--- config.mk ---
export PLATFORM = sky130hd
export DESIGN_NAME = audio_dac
export DESIGN_NICKNAME = d
export VERILOG_FILES = /design/src/rtl/audio_dac.sv
export SDC_FILE = /design/constraint.sdc
export NUM_CORES = 1
export LEC_CHECK = 0
export BUFFER_PORTS_ARGS = -buffer_cell sky130_fd_sc_hd__buf_2
export CELL_PAD_IN_SITES_DETAIL_PLACEMENT = 2
export CELL_PAD_IN_SITES_GLOBAL_PLACEMENT = 2
export CORE_MARGIN = 1.5
export CORE_UTILIZATION = 39
export DETAILED_ROUTE_END_ITERATION = 6
export PLACE_DENSITY = 0.79
export SLEW_MARGIN = 20
export SYNTH_ARGS = -nofsm -noshare
export SYNTH_HDL_FRONTEND = slang
export SYNTH_SLANG_ARGS = --single-unit
--- constraint.sdc ---
create_clock -name i_clk -period 4.6 [get_ports i_clk]
set_clock_uncertainty 0.05 [all_clocks]
set_input_delay 0.92 -clock i_clk [delete_from_list [all_inputs] [get_ports i_clk]]
set_output_delay 0.92 -clock i_clk [all_outputs]
set_load 0.03 [all_outputs]
--- src/rtl/audio_dac.sv ---
// Audio output stage: resamples the 6-bit mixer sample, applies a click-free mute ramp, and drives a 4-bit noise-shaped level and a 1-bit PDM stream.
// Optional one-pole low-pass filter on the level path, enabled by defining AUDIO_DAC_FILTER_EN.
module audio_dac #(
   parameter int SAMPLE_DIV = 64,
   parameter int FILT_SHIFT = 3
) (
   input  logic       i_clk,
   input  logic       i_reset_n,
   input  logic       i_ena4,
   input  logic [5:0] i_audio,
   input  logic       i_mute,
   output logic [3:0] o_audio_l,
   output logic [3:0] o_audio_r,
   output logic       o_pdm,
   output logic       o_muted,
   output logic       o_sample_strobe
);

   localparam int DIV_W = $clog2(SAMPLE_DIV);

   if (SAMPLE_DIV < 2 || SAMPLE_DIV > 1024) begin : g_bad_div
      $error("audio_dac: SAMPLE_DIV must be 2..1024");
   end
   if (FILT_SHIFT < 1 || FILT_SHIFT > 5) begin : g_bad_shift
      $error("audio_dac: FILT_SHIFT must be 1..5");
   end

   typedef enum logic [1:0] {S_MUTE, S_UP, S_PLAY, S_DOWN} state_t;

   state_t            state_q, state_d;
   logic [DIV_W-1:0]  div_cnt_q, div_cnt_d;
   logic [4:0]        gain_q, gain_d;
   logic [5:0]        sample_q, sample_d;
   logic              strobe_q, strobe_d;
   logic              strobe2_q, strobe2_d;
   logic [5:0]        scaled_q, scaled_d;
   logic [1:0]        err_q, err_d;
   logic [3:0]        shp_q, shp_d;
   logic [6:0]        pdm_acc_q, pdm_acc_d;
   logic [5:0]        level;
   logic              tick;
   logic [10:0]       prod;
   logic [6:0]        shp_sum;

   assign tick = i_ena4 && (div_cnt_q == DIV_W'(SAMPLE_DIV - 1));

   // Sample capture and gain pipeline: capture on tick, scale one cycle later.
   always_comb begin
      div_cnt_d = div_cnt_q;
      if (i_ena4) begin
         div_cnt_d = tick ? '0 : div_cnt_q + DIV_W'(1);
      end
      sample_d  = tick ? i_audio : sample_q;
      strobe_d  = tick;
      strobe2_d = strobe_q;
      prod      = {5'd0, sample_q} * {6'd0, gain_q};
      scaled_d  = strobe_q ? 6'(prod >> 4) : scaled_q;
   end

   // Gain FSM: one gain step per tick; a direction change continues from the current gain.
   always_comb begin
      state_d = state_q;
      gain_d  = gain_q;
      if (tick) begin
         case (state_q)
            S_MUTE: begin
               gain_d = 5'd0;
               if (!i_mute) begin
                  gain_d  = 5'd1;
                  state_d = S_UP;
               end
            end
            S_PLAY: begin
               gain_d = 5'd16;
               if (i_mute) begin
                  gain_d  = 5'd15;
                  state_d = S_DOWN;
               end
            end
            default: begin
               if (!i_mute) begin
                  gain_d  = (gain_q >= 5'd16) ? 5'd16 : gain_q + 5'd1;
                  state_d = (gain_d == 5'd16) ? S_PLAY : S_UP;
               end else begin
                  gain_d  = (gain_q == 5'd0) ? 5'd0 : gain_q - 5'd1;
                  state_d = (gain_d == 5'd0) ? S_MUTE : S_DOWN;
               end
            end
         endcase
      end
   end

   // Noise shaper keeps the 2 dropped LSBs as error; PDM is the carry of a 6-bit accumulator.
   always_comb begin
      shp_sum   = {1'b0, level} + {5'd0, err_q};
      shp_d     = shp_q;
      err_d     = err_q;
      if (i_ena4) begin
         shp_d = shp_sum[6] ? 4'hF : shp_sum[5:2];
         err_d = shp_sum[1:0];
      end
      pdm_acc_d = {1'b0, pdm_acc_q[5:0]} + {1'b0, level};
   end

`ifdef AUDIO_DAC_FILTER_EN
   logic [11:0]        acc_q, acc_d;
   logic signed [12:0] diff;

   always_comb begin
      diff  = $signed({1'b0, scaled_q, 6'd0}) - $signed({1'b0, acc_q});
      acc_d = strobe2_q ? acc_q + 12'(diff >>> FILT_SHIFT) : acc_q;
   end

   always_ff @(posedge i_clk or negedge i_reset_n) begin
      if (!i_reset_n) begin
         acc_q <= '0;
      end else begin
         acc_q <= acc_d;
      end
   end

   assign level = acc_q[11:6];
`else
   logic [5:0] level_q, level_d;

   always_comb begin
      level_d = strobe2_q ? scaled_q : level_q;
   end

   always_ff @(posedge i_clk or negedge i_reset_n) begin
      if (!i_reset_n) begin
         level_q <= '0;
      end else begin
         level_q <= level_d;
      end
   end

   assign level = level_q;
`endif

   always_ff @(posedge i_clk or negedge i_reset_n) begin
      if (!i_reset_n) begin
         state_q   <= S_MUTE;
         div_cnt_q <= '0;
         gain_q    <= '0;
         sample_q  <= '0;
         strobe_q  <= 1'b0;
         strobe2_q <= 1'b0;
         scaled_q  <= '0;
         err_q     <= '0;
         shp_q     <= '0;
         pdm_acc_q <= '0;
      end else begin
         state_q   <= state_d;
         div_cnt_q <= div_cnt_d;
         gain_q    <= gain_d;
         sample_q  <= sample_d;
         strobe_q  <= strobe_d;
         strobe2_q <= strobe2_d;
         scaled_q  <= scaled_d;
         err_q     <= err_d;
         shp_q     <= shp_d;
         pdm_acc_q <= pdm_acc_d;
      end
   end

   assign o_audio_l       = shp_q;
   assign o_audio_r       = shp_q;
   assign o_pdm           = pdm_acc_q[6];
   assign o_muted         = (state_q == S_MUTE);
   assign o_sample_strobe = strobe_q;

endmodule

# Word level (Yosys, flattened, before mapping)
# Index checks and enable logic that the tools add are counted.
# Widths: inputs -> output; s select.
[op_classes] add_sub_neg=5 multipliers=1 div_mod_pow=0 magnitude_cmp=1 n_eq_ne=5 shifts=0 n_mux=14 bitwise=0 n_reduce_logical=5
[ops] operator="$mux 5" n=4
[ops] operator="$logic_not 5->1" n=2
[ops] operator="$mul 6x5->10" n=1
[ops] operator="$mux 2" n=5
[ops] operator="$pmux 5 s2" n=1
[ops] operator="$add 6x2->7" n=1
[ops] operator="$add 6x6->7" n=1
[ops] operator="$add 6x1->6 const B" n=1
[ops] operator="$eq 6x6->1 const B" n=1
[ops] operator="$mux 6" n=1
[ops] operator="$add 5x1->5 const B" n=1
[ops] operator="$eq 5x5->1 const B" n=1
[ops] operator="$ge 5x5->1 const B" n=1
[ops] operator="$sub 5x1->5 const B" n=1
[ops] operator="$mux 4" n=1
[ops] operator="$ne 2x2->1 const B" n=2
[ops] operator="$pmux 2 s2" n=1
[ops] operator="$reduce_and 3->1" n=1
[ops] operator="$eq 2x2->1 const B" n=1
[ops] operator="$logic_not 2->1" n=1
[ops] operator="$logic_and 1x1->1" n=1
[ops] operator="$mux 1" n=1
[word_totals] reg_bits=46 latchBits=0 mem_bits_rw=0 mem_bits_ro=0 inputBits=10 out_inout_bits=11 elab_cells=42 n_memories=0

# Longest topological paths before layout
[logic_depth] ltp_word=6 ltp_mapped=14 ltp_nobuf=12

# Worst setup path after synthesis
# Ideal clock, no wire load.
[synth_path] path_type="register to register" start="reg gain_q[3]" end="reg scaled_q[3]" setup_ns=0.125 t_arrival_ns=3.638 t_required_ns=4.425 path_slack_ns=0.788 stages_incl_launch_ff=14 n_path_buf=2 synth_period_minus_slack_ns=3.812 cell_sequence="dfrtp_1 -> clkbuf_1 -> clkbuf_1 -> nand2_1 -> fa_1 -> fa_1 -> fa_1 -> inv_1 -> ha_1 -> a21oi_1 -> o32ai_4 -> a21oi_1 -> xnor2_1 -> mux2_2"
[synth_between] elab_chain_cells=1
[synth_lines] element="start: declaration" line="32" text="logic [4:0] gain_q, gain_d;"
[synth_lines] element="start signal: assignment" line="156" text="gain_q <= gain_d;"
[synth_lines] element="$mul 6x5->10" line="56" text="prod = {5'd0, sample_q} * {6'd0, gain_q};"
[synth_lines] element="end signal: assignment" line="160" text="scaled_q <= scaled_d;"
[synth_lines] element="end: declaration" line="36" text="logic [5:0] scaled_q, scaled_d;"
# Every way passes these cells.
# A chain may end at the register's enable or synchronous reset.

# Worst setup path after layout
[layout_path] start="reg gain_q[4]" end="reg scaled_q[3]"
# The elaborated chain is that of the path after synthesis.

==> impl_metrics.ini <==
[outcome]
status = finished, final reports clean

[critical_path]
path_cells = and2_2 -> fa_1 -> inv_1 -> fa_1 -> fa_1 -> inv_1 -> ha_1 -> nand2_1 -> o32ai_4 -> a21oi_1 -> xnor2_1 -> mux2_2
critPathArrivalTime_ps = 4040
reg2reg_depth = 12
cp_max_fo = 14
path_common_cell = fa_1
cp_num_buf_inv = 2
critPathTopFamily = adder cells
critPathRequiredTime_ps = 4750
start_kind = register
slowest_stage = fa_1
crit_path_end_kind = register
crit_cells = 12
crit_type = register to register
cpPeakStageDelay_ps = 550

[clocking]
clock_sinks = 46
htreeDepth = 2
clk_pin_slew_worst_paths_ps = 100
clock-root-buffer = clkbuf_8
clockBufferDepth = 2
hold_buffers = 0
post_cts_buffers = 0
cts_tree = built
numCtsBuffers = 5
clock_latency_ps = 310
cts_resized = 0

[timing]
setup_viol = 0
drv_slew = 0
grt_setup_unrepaired = false
tightestPinTransition_ps = 591
fin_tns_setup_ps = 0
holdWs_ps = 438
period_minus_slack_ps = 3890
hold_violations = 0
min_period_over_period = 0.847
clock.fmax_ghz = 0.257
slew_headroom = 0.606

[synth]
synth_top_area_cell = dfrtp_1
ys.warnings.count = 0
netlist_area_um2 = 3120
synth_edf_count = 0
syn-instance-count = 314
ys_ff_latch = 46
synth.distinct_cells = 43
ys_seq_area_frac = 0.369
synth_common_cells = dfrtp_1, inv_1, ha_1, nand2_1, a21oi_1
ys_top_cells_by_area = dfrtp_1, ha_1, fa_1
syn_avg_cell_area_um2 = 9.93
synth_ff_type = dfrtp_1
yosysMostFrequentCell = dfrtp_1
yosysTopAreaCellShare = 0.369
syn-num-nets = 363
async_flop_share = 1.00

[power]
p_leak_nw = 1.65
powerDensity_nw_per_um2 = 312
irDropWorstVdd_v = 0.000105

[grt]
grt_pass1_vias = 2507
antenna_found_initial = 0
track_usage = 0.184
grt_pass1_wl_um = 12400
grt_overflow = 0
grt_max_degree = 47

[routing]
remaining_drc_errors = 0
via_per_inst = 5.31
wire_per_inst_um = 16.3
vias = 2279
drt-pass1-iter-count = 4
postRouteAntennaNets = 0
first_iter_violations = 44
drt_wl_total_um = 6980

[layout]
area_growth_pct = 7.75
n_antenna_cell = 0
drive_gt1_frac = 0.153
fill_cells = 838
fin_area_um2 = 3360
nNetsFinal = 375

[floorplan]
fp.dieArea_um2 = 8540
core_area_um2 = 7730
rows = 32
die_w_um = 92.4
die_h_um = 92.4
initial_utilization = 0.403
ios = 21

[worst_hold_path]
hold_path.class = register to register
whs_path_depth = 1

[place]
hpwl_um = 5240
placed_area_um2 = 3270
io_buffers = 20
place_congestion = 0.765

[job]
drv_cap = 0
==> power breakdown <==
group	leakage [nW]	internal (mW)	switching (mW)
Combinational	0.987	0.111	0.145
Clock	0.0441	0.107	0.149
Sequential	0.616	0.452	0.0846
Total	1.65	0.669	0.379
==> layout by cell type, fill, tap and decap left out, types with 2 or more instances in the layout <==
cell,count
dfrtp_1,46
inv_1,36
nand2_1,27
ha_1,27
a21oi_1,20
buf_2,19
nor2_1,18
xnor2_1,15
mux2_2,15
fa_1,12
and2_1,8
o21ai_0,8
nand3_1,7
a31oi_1,5
nand4_1,5
clkbuf_8,5
a21o_1,4
nor3_1,4
o31ai_1,4
xor2_1,4
and2_2,3
o21bai_1,3
mux2_1,3
mux2i_1,2
a211oi_1,2
o22a_1,2
nand2b_1,2
o211ai_1,2
nand3b_1,2
==> stage by stage <==
stage / util / instances / worst slack [ps] / power [mW]
after floorplan: - / 314 / 788 / 0.724
after global placement: 0.423 / 421 / 806 / 0.789
after detailed placement: 0.423 / 421 / 733 / 0.802
after CTS: 0.434 / 429 / 677 / 1.07
after global routing: 0.435 / 429 / 459 / 1.13
final: 0.435 / 429 / 706 / 1.05
==> area by class of cell <==
class / instances / area, um2 / area share
inverters: 36 / 135 / 0.0402
multi-input cells: 217 / 1750 / 0.522
clock buffers: 5 / 68.8 / 0.0205
repair buffers: 20 / 103 / 0.0306
well taps: 102 / 128 / 0.0380
flip-flops and latches: 46 / 1150 / 0.343
clock inverters: 3 / 21.3 / 0.00633
==> worst paths after layout <==
kind	startpoint	to	slack, ps
max reg2reg	gain_q[4]	scaled_q[3]	710
min	pdm_acc_q[0]	pdm_acc_q[0]	440
max in group asynchronous	i_reset_n	sample_q[4]	3540
min reg2reg	pdm_acc_q[0]	pdm_acc_q[0]	440
max	gain_q[4]	scaled_q[3]	710
min in group asynchronous	i_reset_n	pdm_acc_q[5]	560
==> per-layer routing <==
layer | vias to the layer above | wire length (um) | GRT usage
met2 | 27 | 3430 | 0.309
met3 | 7 | 151 | 0.0255
met4 | 0 | 80 | 0.0500
li1 | 1075 | - | -
met5 | - | 0 | 0
met1 | 1170 | 3310 | 0.247
==> logic make-up after synthesis <==
kind of cell | synth area share
AOI/OAI and AO/OA | 0.121
DFF | 0.369
buffers and inverters | 0.0686
xor gates and xnor gates | 0.0534
muxes | 0.0715
and+or+nand+nor | 0.130
adders and majority gates | 0.185
==> sequential cells by signal, indices dropped and copies added, names as in the netlist, named ones only <==
register         count
o_sample_strobe      1
strobe2_q            1
err_q                2
div_cnt_q            6
state_q              1
sample_q             6
scaled_q             6
pdm_acc_q            7
gain_q               5
o_audio_l            4
level                6
Power figures use the tool's default switching activity.
